==> src/rtl/hazard_ctrl_pkg.sv <==
// Shared pipeline definitions: forward-select codes, mul/div FSM states,
// default unit latencies and a register-match helper.
package hazard_ctrl_pkg;

    localparam logic [1:0] FWD_RF = 2'b00;
    localparam logic [1:0] FWD_W  = 2'b01;
    localparam logic [1:0] FWD_M  = 2'b10;

    localparam int MUL_CYCLES_DEFAULT = 4;
    localparam int DIV_CYCLES_DEFAULT = 32;

    typedef enum logic {
        MD_IDLE = 1'b0,
        MD_BUSY = 1'b1
    } md_state_t;

    // A producer matches a consumer only for a real register; $0 is hardwired zero.
    function automatic logic reg_hit(input logic [4:0] dst, input logic [4:0] src);
        return (dst != 5'd0) && (dst == src);
    endfunction

endpackage

==> src/rtl/hazard_ctrl_if.sv <==
// Pipeline <-> hazard controller signal bundle. The pipeline (master) drives
// stage information; the controller (slave) returns stall/flush/forward controls.
interface hazard_ctrl_if #(
    parameter int STALL_CNT_W = 16
);
    logic [4:0] RsD, RtD, RsE, RtE;
    logic [4:0] WriteRegE, WriteRegM, WriteRegW;
    logic       RegWriteE, RegWriteM, RegWriteW;
    logic       MemtoRegE, MemtoRegM;
    logic       BranchD, PCSrcD, JumpD;
    logic       MdStartE, MdIsDivE, MdUseD;

    logic       StallF, StallD, FlushD, FlushE;
    logic [1:0] ForwardAE, ForwardBE;
    logic       ForwardAD, ForwardBD;
    logic       MdBusy, MdDone;
    logic [STALL_CNT_W-1:0] StallCnt;

    modport master (
        output RsD, RtD, RsE, RtE, WriteRegE, WriteRegM, WriteRegW,
               RegWriteE, RegWriteM, RegWriteW, MemtoRegE, MemtoRegM,
               BranchD, PCSrcD, JumpD, MdStartE, MdIsDivE, MdUseD,
        input  StallF, StallD, FlushD, FlushE, ForwardAE, ForwardBE,
               ForwardAD, ForwardBD, MdBusy, MdDone, StallCnt
    );

    modport slave (
        input  RsD, RtD, RsE, RtE, WriteRegE, WriteRegM, WriteRegW,
               RegWriteE, RegWriteM, RegWriteW, MemtoRegE, MemtoRegM,
               BranchD, PCSrcD, JumpD, MdStartE, MdIsDivE, MdUseD,
        output StallF, StallD, FlushD, FlushE, ForwardAE, ForwardBE,
               ForwardAD, ForwardBD, MdBusy, MdDone, StallCnt
    );
endinterface

==> src/rtl/hazard_ctrl_md_tracker.sv <==
// Tracks the multi-cycle mul/div unit: IDLE/BUSY FSM with a down-counter that
// reaches zero on the last busy cycle, where a one-cycle done pulse is raised.
module hazard_ctrl_md_tracker
    import hazard_ctrl_pkg::*;
#(
    parameter int MUL_CYCLES = MUL_CYCLES_DEFAULT,
    parameter int DIV_CYCLES = DIV_CYCLES_DEFAULT,
    parameter int CNT_W      = 6
) (
    input  logic clk,
    input  logic rst,
    input  logic start,
    input  logic is_div,
    output logic busy,
    output logic done
);

    md_state_t        state_q, state_d;
    logic [CNT_W-1:0] cnt_q, cnt_d;
    logic [CNT_W-1:0] load_val;

    assign load_val = is_div ? CNT_W'(DIV_CYCLES - 1) : CNT_W'(MUL_CYCLES - 1);
    assign busy     = (state_q == MD_BUSY);

    // State and counter registers; reset abandons any operation in flight.
    always_ff @(posedge clk) begin
        if (rst) begin
            state_q <= MD_IDLE;
            cnt_q   <= '0;
        end else begin
            state_q <= state_d;
            cnt_q   <= cnt_d;
        end
    end

    // Next state: a start while busy is ignored, but one landing on the final
    // busy cycle is accepted so back-to-back operations lose no cycle.
    always_comb begin
        state_d = state_q;
        cnt_d   = cnt_q;
        done    = 1'b0;
        case (state_q)
            MD_IDLE: begin
                if (start) begin
                    cnt_d   = load_val;
                    state_d = MD_BUSY;
                end
            end
            MD_BUSY: begin
                if (cnt_q != '0) begin
                    cnt_d = cnt_q - CNT_W'(1);
                end else begin
                    done    = ~rst;
                    state_d = MD_IDLE;
                    if (start) begin
                        cnt_d   = load_val;
                        state_d = MD_BUSY;
                    end
                end
            end
            default: state_d = MD_IDLE;
        endcase
    end

endmodule

==> src/rtl/hazard_ctrl.sv <==
// Central hazard controller: operand forwarding, load-use / branch / mul-div
// stalls, fetch/decode flushes and a saturating stall-cycle counter.
module hazard_ctrl
    import hazard_ctrl_pkg::*;
#(
    parameter int MUL_CYCLES  = MUL_CYCLES_DEFAULT,
    parameter int DIV_CYCLES  = DIV_CYCLES_DEFAULT,
    parameter int CNT_W       = 6,
    parameter int STALL_CNT_W = 16
) (
    input  logic clk,
    input  logic rst,
    hazard_ctrl_if.slave hz
);

    logic                   lw_stall, br_stall, md_stall, stall;
    logic                   stall_f, flush_d, flush_e;
    logic [1:0]             fwd_ae, fwd_be;
    logic                   fwd_ad, fwd_bd;
    logic                   md_busy, md_done;
    logic [STALL_CNT_W-1:0] stall_cnt;

    hazard_ctrl_md_tracker #(
        .MUL_CYCLES (MUL_CYCLES),
        .DIV_CYCLES (DIV_CYCLES),
        .CNT_W      (CNT_W)
    ) u_md_tracker (
        .clk    (clk),
        .rst    (rst),
        .start  (hz.MdStartE),
        .is_div (hz.MdIsDivE),
        .busy   (md_busy),
        .done   (md_done)
    );

    // Stall sources: load result not ready, branch operand not ready in D,
    // or HI/LO still being produced by the mul/div unit.
    always_comb begin
        lw_stall = hz.MemtoRegE &&
                   (reg_hit(hz.WriteRegE, hz.RsD) || reg_hit(hz.WriteRegE, hz.RtD));
        br_stall = hz.BranchD &&
                   ((hz.RegWriteE &&
                     (reg_hit(hz.WriteRegE, hz.RsD) || reg_hit(hz.WriteRegE, hz.RtD))) ||
                    (hz.MemtoRegM &&
                     (reg_hit(hz.WriteRegM, hz.RsD) || reg_hit(hz.WriteRegM, hz.RtD))));
        md_stall = hz.MdUseD && (md_busy || hz.MdStartE);
        stall    = lw_stall | br_stall | md_stall;
    end

    // Control outputs; M beats W for forwarding, and a taken branch only
    // flushes once it is no longer stalled. Reset flushes and never stalls.
    always_comb begin
        stall_f = stall;
        flush_e = stall;
        flush_d = (hz.PCSrcD | hz.JumpD) & ~stall;
        fwd_ae  = FWD_RF;
        fwd_be  = FWD_RF;
        if (hz.RegWriteM && reg_hit(hz.WriteRegM, hz.RsE))      fwd_ae = FWD_M;
        else if (hz.RegWriteW && reg_hit(hz.WriteRegW, hz.RsE)) fwd_ae = FWD_W;
        if (hz.RegWriteM && reg_hit(hz.WriteRegM, hz.RtE))      fwd_be = FWD_M;
        else if (hz.RegWriteW && reg_hit(hz.WriteRegW, hz.RtE)) fwd_be = FWD_W;
        fwd_ad  = hz.RegWriteM && reg_hit(hz.WriteRegM, hz.RsD);
        fwd_bd  = hz.RegWriteM && reg_hit(hz.WriteRegM, hz.RtD);
        if (rst) begin
            stall_f = 1'b0;
            flush_e = 1'b1;
            flush_d = 1'b1;
            fwd_ae  = FWD_RF;
            fwd_be  = FWD_RF;
            fwd_ad  = 1'b0;
            fwd_bd  = 1'b0;
        end
    end

    // Saturating count of fetch-stall cycles for performance debug.
    always_ff @(posedge clk) begin
        if (rst) begin
            stall_cnt <= '0;
        end else if (stall_f && (stall_cnt != '1)) begin
            stall_cnt <= stall_cnt + STALL_CNT_W'(1);
        end
    end

    assign hz.StallF    = stall_f;
    assign hz.StallD    = stall_f;
    assign hz.FlushD    = flush_d;
    assign hz.FlushE    = flush_e;
    assign hz.ForwardAE = fwd_ae;
    assign hz.ForwardBE = fwd_be;
    assign hz.ForwardAD = fwd_ad;
    assign hz.ForwardBD = fwd_bd;
    assign hz.MdBusy    = md_busy;
    assign hz.MdDone    = md_done;
    assign hz.StallCnt  = stall_cnt;

endmodule

==> src/flat_wrapper.sv <==
// flat-port wrapper written by rule: the top's interface ports become plain ports
module hazard_ctrl_flat import hazard_ctrl_pkg::*;
#(
    parameter int MUL_CYCLES  = MUL_CYCLES_DEFAULT,
    parameter int DIV_CYCLES  = DIV_CYCLES_DEFAULT,
    parameter int CNT_W       = 6,
    parameter int STALL_CNT_W = 16
)
  (clk, rst, hz_RsD, hz_RtD, hz_RsE, hz_RtE, hz_WriteRegE, hz_WriteRegM, hz_WriteRegW, hz_RegWriteE, hz_RegWriteM, hz_RegWriteW, hz_MemtoRegE, hz_MemtoRegM, hz_BranchD, hz_PCSrcD, hz_JumpD, hz_MdStartE, hz_MdIsDivE, hz_MdUseD, hz_StallF, hz_StallD, hz_FlushD, hz_FlushE, hz_ForwardAE, hz_ForwardBE, hz_ForwardAD, hz_ForwardBD, hz_MdBusy, hz_MdDone, hz_StallCnt);
  hazard_ctrl_if #(.STALL_CNT_W(STALL_CNT_W)) hz_i ();
  input  logic clk;
  input  logic rst;
  input wire logic [$bits(hz_i.RsD)-1:0] hz_RsD;
  input wire logic [$bits(hz_i.RtD)-1:0] hz_RtD;
  input wire logic [$bits(hz_i.RsE)-1:0] hz_RsE;
  input wire logic [$bits(hz_i.RtE)-1:0] hz_RtE;
  input wire logic [$bits(hz_i.WriteRegE)-1:0] hz_WriteRegE;
  input wire logic [$bits(hz_i.WriteRegM)-1:0] hz_WriteRegM;
  input wire logic [$bits(hz_i.WriteRegW)-1:0] hz_WriteRegW;
  input wire logic [$bits(hz_i.RegWriteE)-1:0] hz_RegWriteE;
  input wire logic [$bits(hz_i.RegWriteM)-1:0] hz_RegWriteM;
  input wire logic [$bits(hz_i.RegWriteW)-1:0] hz_RegWriteW;
  input wire logic [$bits(hz_i.MemtoRegE)-1:0] hz_MemtoRegE;
  input wire logic [$bits(hz_i.MemtoRegM)-1:0] hz_MemtoRegM;
  input wire logic [$bits(hz_i.BranchD)-1:0] hz_BranchD;
  input wire logic [$bits(hz_i.PCSrcD)-1:0] hz_PCSrcD;
  input wire logic [$bits(hz_i.JumpD)-1:0] hz_JumpD;
  input wire logic [$bits(hz_i.MdStartE)-1:0] hz_MdStartE;
  input wire logic [$bits(hz_i.MdIsDivE)-1:0] hz_MdIsDivE;
  input wire logic [$bits(hz_i.MdUseD)-1:0] hz_MdUseD;
  output wire logic [$bits(hz_i.StallF)-1:0] hz_StallF;
  output wire logic [$bits(hz_i.StallD)-1:0] hz_StallD;
  output wire logic [$bits(hz_i.FlushD)-1:0] hz_FlushD;
  output wire logic [$bits(hz_i.FlushE)-1:0] hz_FlushE;
  output wire logic [$bits(hz_i.ForwardAE)-1:0] hz_ForwardAE;
  output wire logic [$bits(hz_i.ForwardBE)-1:0] hz_ForwardBE;
  output wire logic [$bits(hz_i.ForwardAD)-1:0] hz_ForwardAD;
  output wire logic [$bits(hz_i.ForwardBD)-1:0] hz_ForwardBD;
  output wire logic [$bits(hz_i.MdBusy)-1:0] hz_MdBusy;
  output wire logic [$bits(hz_i.MdDone)-1:0] hz_MdDone;
  output wire logic [$bits(hz_i.StallCnt)-1:0] hz_StallCnt;
  assign hz_i.RsD = hz_RsD;
  assign hz_i.RtD = hz_RtD;
  assign hz_i.RsE = hz_RsE;
  assign hz_i.RtE = hz_RtE;
  assign hz_i.WriteRegE = hz_WriteRegE;
  assign hz_i.WriteRegM = hz_WriteRegM;
  assign hz_i.WriteRegW = hz_WriteRegW;
  assign hz_i.RegWriteE = hz_RegWriteE;
  assign hz_i.RegWriteM = hz_RegWriteM;
  assign hz_i.RegWriteW = hz_RegWriteW;
  assign hz_i.MemtoRegE = hz_MemtoRegE;
  assign hz_i.MemtoRegM = hz_MemtoRegM;
  assign hz_i.BranchD = hz_BranchD;
  assign hz_i.PCSrcD = hz_PCSrcD;
  assign hz_i.JumpD = hz_JumpD;
  assign hz_i.MdStartE = hz_MdStartE;
  assign hz_i.MdIsDivE = hz_MdIsDivE;
  assign hz_i.MdUseD = hz_MdUseD;
  assign hz_StallF = hz_i.StallF;
  assign hz_StallD = hz_i.StallD;
  assign hz_FlushD = hz_i.FlushD;
  assign hz_FlushE = hz_i.FlushE;
  assign hz_ForwardAE = hz_i.ForwardAE;
  assign hz_ForwardBE = hz_i.ForwardBE;
  assign hz_ForwardAD = hz_i.ForwardAD;
  assign hz_ForwardBD = hz_i.ForwardBD;
  assign hz_MdBusy = hz_i.MdBusy;
  assign hz_MdDone = hz_i.MdDone;
  assign hz_StallCnt = hz_i.StallCnt;
  hazard_ctrl #(.MUL_CYCLES(MUL_CYCLES), .DIV_CYCLES(DIV_CYCLES), .CNT_W(CNT_W), .STALL_CNT_W(STALL_CNT_W)) u_core (.clk(clk), .rst(rst), .hz(hz_i));
endmodule
==> config.mk <==
export PLATFORM = sky130hd
export DESIGN_NAME = hazard_ctrl_flat
export DESIGN_NICKNAME = d
export VERILOG_FILES = /design/src/rtl/hazard_ctrl_pkg.sv /design/src/rtl/hazard_ctrl_if.sv /design/src/rtl/hazard_ctrl_md_tracker.sv /design/src/rtl/hazard_ctrl.sv /design/src/flat_wrapper.sv
export SDC_FILE = /design/constraint.sdc
export NUM_CORES = 1
export LEC_CHECK = 0
export ABC_AREA = 1
export CORE_UTILIZATION = 35
export DETAILED_ROUTE_END_ITERATION = 8
export PLACE_DENSITY = 0.67
export REMOVE_ABC_BUFFERS = 1
export SYNTH_ARGS = -nofsm -noshare
export SYNTH_HDL_FRONTEND = slang
export SYNTH_SLANG_ARGS = --single-unit
export TNS_END_PERCENT = 100
==> constraint.sdc <==
create_clock -name clk -period 1.7 [get_ports clk]
set_clock_uncertainty 0.1 [all_clocks]
set_input_delay 0.255 -clock clk [delete_from_list [all_inputs] [get_ports clk]]
set_output_delay 0.255 -clock clk [all_outputs]
set_load 0.02 [all_outputs]
==> results of run 1 <==
-- cell type report --
class	count	area [um2]	share of cell area, %
Multi-Input combinational cell	264	1630	47.1
Timing Repair Buffer	123	980	28.4
Sequential cell	23	464	13.4
Inverter	63	241	6.99
Tap cell	75	93.8	2.72
Clock buffer	3	41.3	1.20
Clock inverter	1	5.00	0.145
-- through the flow --
step | TNS [ps] | hold slack, ps | power, uW | setup slack [ps] | instance area (um2)
5_1_grt | -2900 | 364 | 1680 | -236 | 3450
4_1_cts | -285 | 443 | 1560 | -66.4 | 3300
3_5_place_dp | -17780 | 424 | 1210 | -915 | 3220
6_report | -1060 | 331 | 1580 | -116 | 3450
3_3_place_gp | -17120 | 426 | 1200 | -872 | 3220
2_1_floorplan | -2960 | 222 | 883 | -251 | 2090
-- per-layer routing --
layer,vias up,global-route usage [%]
met2,86,36.5
met4,0,7.50
met1,1195,24.3
li1,1360,-
met5,-,0
met3,14,2.61
-- timing repair --
action	CTS	global route
setup buffers	2	8
gates resized for setup	176	98
gates cloned	1	0
pin swaps	34	37
endpoints found under the setup margin	31	34
-- placed cells by master (no fill, tap or decap), drive strengths merged --
| cell | instances |
|---|---|
| and3 | 1 |
| nand2 | 98 |
| o22ai | 2 |
| clkdlybuf4s15 | 1 |
| nor3b | 1 |
| a211oi | 2 |
| o21bai | 1 |
| xnor2 | 10 |
| ha | 3 |
| dlygate4sd2 | 16 |
| nor3 | 16 |
| dfxtp | 23 |
| clkdlybuf4s50 | 10 |
| buf | 72 |
| xor2 | 14 |
| clkinv | 2 |
| nand4 | 7 |
| nand3 | 30 |
| dlymetal6s2s | 8 |
| a221oi | 4 |
| o21ai | 8 |
| inv | 62 |
| and2 | 1 |
| clkbuf | 19 |
| a21oi | 12 |
| nor2 | 52 |
| o2111ai | 2 |
-- path summary, 6_finish.rpt --
kind	cells after the start	end	startpoint
setup reg to reg	10	u_core.hz.StallCnt[7]	u_core.hz.StallCnt[0]
hold reg to reg	2	u_core.hz.StallCnt[14]	u_core.hz.StallCnt[14]
setup / recovery	10	u_core.hz.StallCnt[7]	u_core.hz.StallCnt[0]
hold / removal	4	u_core.u_md_tracker.busy	hz_MdStartE
-- state kept, by name (all words and copies together), names as in the netlist --
signal                     flops
u_core.hz.StallCnt            16
u_core.u_md_tracker.cnt_q      6
u_core.u_md_tracker.busy       1
-- report_power, final --
group          switching (uW)  leakage (uW)  internal (uW)
Combinational             348       0.00162            294
Clock                     189     0.0000255            164
Sequential               16.9      0.000189            568
-- cell families (layout without fill, tap and decap cells) --
family / count (synthesis) / in the layout / share of synthesized area, %
and+or+nand+nor: 205 / 206 / 44.3
buffers and inverters: 73 / 190 / 14.4
AOI/OAI and AO/OA: 31 / 31 / 8.66
xor gates and xnor gates: 24 / 24 / 9.70
DFF: 23 / 23 / 21.2
adders and majority gates: 3 / 3 / 1.73
-- worst min-delay path: cells and delay by family --
family                 cells  cell delay (ps)
buffers and inverters      2              230
and+or+nand+nor            2              180
==> results.cfg, run 1 <==
[status]
status = finished with violations
violations = setup timing

[critical_path]
cpLargestDelayFamily = simple AND/OR/NAND/NOR gates
criticalPathCategory = register to register
max_stage_delay_ps = 360
worstPathCellList = ha_4 -> nand2_4 -> nor3_4 -> nand2_2 -> nor3_4 -> buf_6 -> nand3_4 -> nand4_1 -> nand2_1 -> nor2_1
critical_path_arrival_ps = 1920
worst_setup_path_end_kind = register
critPathRequiredTime_ps = 1810
r2r_slack_ps = -120
critPathMostFrequentCell = nor3_4
path_max_fanout = 5
path_buf_inv = 1
cp-start-kind = register
crit_path_top_delay_cell = dfxtp_2

[finish]
fillers = 562
diodes = 0
layout-drive-gt1-share_pct = 36.5
finalNonFillerCells = 552
utilization_pct = 58.0
layout.nets = 529
syn2layout_area_growth_pct = 59.4

[route]
antenna_left = 0
drt-met1-wl_mm = 2.88
wl_met3_um = 275
drc = 0
firstDrtPassIters = 4
wl_met2_mm = 3.29
wire_per_inst_um = 11.9
routed_wirelength_mm = 6.59
vias = 2655
viasPerCell = 4.81
drt-initial-drc-count = 84
routed.top_layer = met4

[timing]
timing.final.crit_share_pct = 107
setup_viol = 16
drv_slew = 0
fmax_mhz = 551
hold_viol = 0
relSlewSlack_pct = 62.8
fin_ws_ps = -116
rsz0062_at_grt = yes
worstMarginPinSlew_ps = 556
min_period_ps = 1820

[logic_synthesis]
synth_edf_count = 0
yosys_warnings = 0
post-synth-top-count-cell = nand2_1
ys_seq_area_share_pct = 21.2
synth.distinct_cells = 34
yosys-top-cells-count = nand2_1 (94), inv_1 (59), nor2_1 (50), dfxtp_1 (23), nand3_1 (21)
async_reset_ff_share_pct = 0
yosys.area.top_type = dfxtp_1
synth_flop_cell = dfxtp_1
avgSynthCellArea_um2 = 6.04
synth_seq_cells = 23
synthCells = 359
synth_top_area_share_pct = 21.2
yosys-top-cells-area = dfxtp_1 (21%), nand2_1 (16%), inv_1 (10%)
synth_area_mm2 = 0.00217

[clock_tree]
cts_sinks = 23
clock_tree.root_cell = clkbuf_8
cts_tree = built
cts-htree-levels = 1
hold_buffers = 0
clockBufferDepth = 2
clkTransAtPathRegs_ps = 90
clock_latency_ps = 270
cts_buffers = 3

[floorplan]
die_height_um = 80.7
dieArea_mm2 = 0.00651
ioPinCount = 76
rows = 28
start_util_pct = 36.4
die_w_um = 80.7
coreArea_mm2 = 0.00596

[grt]
antenna_found_initial = 0
grt_max_degree = 31
grt_pass1_vias = 2472
grt_usage_pct = 20.3
grt.overflow.total = 0
grt_pass1_wl_mm = 10.5

[place]
placed_cells = 537
portBuffers = 75
place_hpwl_mm = 4.98
gp_congestion = 0.855

[power_and_ir_drop]
power.density_mw_per_mm2 = 457
ir_worst_vdd_mv = 0.314
p_leak_uw = 0.00184

[run]
drv_cap = 0

[worst_hold_path]
hold_class = input pin to register
(Power assumes the default switching activity.)
==> run 2: changes to the inputs <==
--- a/config.mk
+++ b/config.mk
@@ -6,9 +6,10 @@
 export NUM_CORES = 1
 export LEC_CHECK = 0
 export ABC_AREA = 1
+export CORE_MARGIN = 3
 export CORE_UTILIZATION = 35
 export DETAILED_ROUTE_END_ITERATION = 8
-export PLACE_DENSITY = 0.67
+export PLACE_DENSITY = 0.77
 export REMOVE_ABC_BUFFERS = 1
 export SYNTH_ARGS = -nofsm -noshare
 export SYNTH_HDL_FRONTEND = slang
==> run 2 against run 1 <==
  * The flow still finishes with violations (setup timing)
  * Non-clock buffer count grew 4
  * Sequential cell count stayed put
  * Highest routed layer unchanged
  * Combinational power grew 4.2%
  * Clock power grew 4%
  * Power increased by 2.8%
  * First-iteration DRC count is 6.0% higher
  * Maximum frequency increased by 1.5%
  * Critical path depth is the same
  * Die area grew 10%
  * Sequential share of layout area fell by 0.27 points
  * Worst hold slack got worse by 51 ps
  * Sequential power barely moved
==> results.cfg, run 2 (synthesis results as in run 1) <==
[critical_path]
path_max_fanout = 6
critPathRequiredTime_ps = 1780
worst_setup_path_end_kind = register
crit_start = u_core.hz.StallCnt[0]
criticalPathCategory = register to register
cp-start-kind = register
critical_path_arrival_ps = 1870
rr_startpoint = u_core.hz.StallCnt[0]

[finish]
syn2layout_area_growth_pct = 64.8
layout.nets = 533
final_common_cell = nand2_1
diodes = 0
largest_reg_flops = 16
final_cell_mix = nand2_1 (85), inv_1 (46), buf_4 (46)
final_cell_area_mm2 = 0.00357
layout-drive-gt1-share_pct = 36.6
finalNonFillerCells = 556

[floorplan]
coreArea_mm2 = 0.00596
ioPinCount = 76
die_w_um = 84.7
start_util_pct = 36.4
die_height_um = 84.7
dieArea_mm2 = 0.00717
rows = 28

[timing]
fmax_mhz = 559
timing.final.crit_share_pct = 105
worstMarginPinSlew_ps = 558
setup_viol = 14
tns_ps = -787
holdWs_ps = 280
hold_viol = 0
min_period_ps = 1790
rsz0062_at_grt = yes
relSlewSlack_pct = 62.6
fin_ws_ps = -89.1
drv_slew = 0

[clock_tree]
cts_sinks = 23
cts_tree = built
clockBufferDepth = 2
hold_buffers = 0
cts-htree-levels = 1
clkTransAtPathRegs_ps = 90
clock_latency_ps = 280
cts_buffers = 3
clock_tree.root_cell = clkbuf_8

[place]
place_area_mm2 = 0.00321
placed_cells = 535
place_hpwl_mm = 5.00
dp_slack_ps = -970
gp_congestion = 1.01
portBuffers = 75

[route]
firstDrtPassIters = 4
antenna_left = 0
viasPerCell = 4.91
drt-initial-drc-count = 89
vias = 2731
wire_per_inst_um = 13.2
routed_wirelength_mm = 7.35
drc = 0

[worst_hold_path]
min_from = rst
hold_class = input pin to register

[grt]
grt_usage_pct = 19.2
grt_max_degree = 31
grt_pass1_vias = 2689
grt_pass1_wl_mm = 11.6
antenna_found_initial = 0
grt.overflow.total = 0

[power_and_ir_drop]
power.density_mw_per_mm2 = 454
p_leak_uw = 0.00189
ir_worst_vdd_mv = 0.252

[status]
status = finished with violations
violations = setup timing

[run]
drv_cap = 0
==> run 2: changes by cell type in the layout (fill, tap and decap cells not counted), sizes merged <==
cell and change:
dlygate4sd2 +2, clkbuf -2, dlymetal6s2s -1, buf +2
clkdlybuf4s50 -1, clkdlybuf4s15 +4
==> run 2: what timing repair did <==
item,CTS,global route
gates resized for setup,209,79
gates cloned,1,0
pin swaps,50,48
setup endpoints to repair,32,34
buffers inserted,9,7
==> run 2: power breakdown <==
part	internal, uW	total [uW]	switching, uW
registers	568	586	18.7
clock network	165	368	203
logic	312	669	357
total	1040	1620	578
==> run 2: path summary, 6_finish.rpt <==
kind	to	slack [ps]	cells past startpoint
max	u_core.hz.StallCnt[4]	-90	10
min	u_core.hz.StallCnt[8]	280	3
max reg2reg	u_core.hz.StallCnt[4]	-90	10
min reg2reg	u_core.hz.StallCnt[14]	450	2
==> run 2: metrics by stage <==
stage	total power (uW)	utilization (%)
floorplan	883	-
global placement	1200	53.8
detailed placement	1210	53.8
CTS	1580	57.3
global route	1710	60.0
finish	1620	60.0
==> run 2: critical path, stage by stage (launching register included) <==
cell and delay, ps:
dfxtp_4 380, ha_4 150, nand2_4 60, nor3_4 150, buf_4 150, and2_4 150
nand3_4 150, inv_6 130, nor3_2 60, a21oi_1 150, nor2_1 60
==> run 2: cell type report <==
class | count | area [um2]
inverter | 63 | 245
timing repair buffer | 127 | 1070
tap | 75 | 93.8
multi-input combinational | 264 | 1650
clock inverter | 1 | 5.00
sequential | 23 | 470
fill | 522 | 2380
clock buffer | 3 | 41.3
==> run 2: per-layer routing <==
layer / up-vias / track usage (%) / wire length (um)
met3: 14 / 2.45 / 363
met1: 1257 / 22.5 / 3000
met4: 0 / 4.89 / 122
met5: - / 0 / 0
met2: 86 / 36.3 / 3860
li1: 1374 / - / -
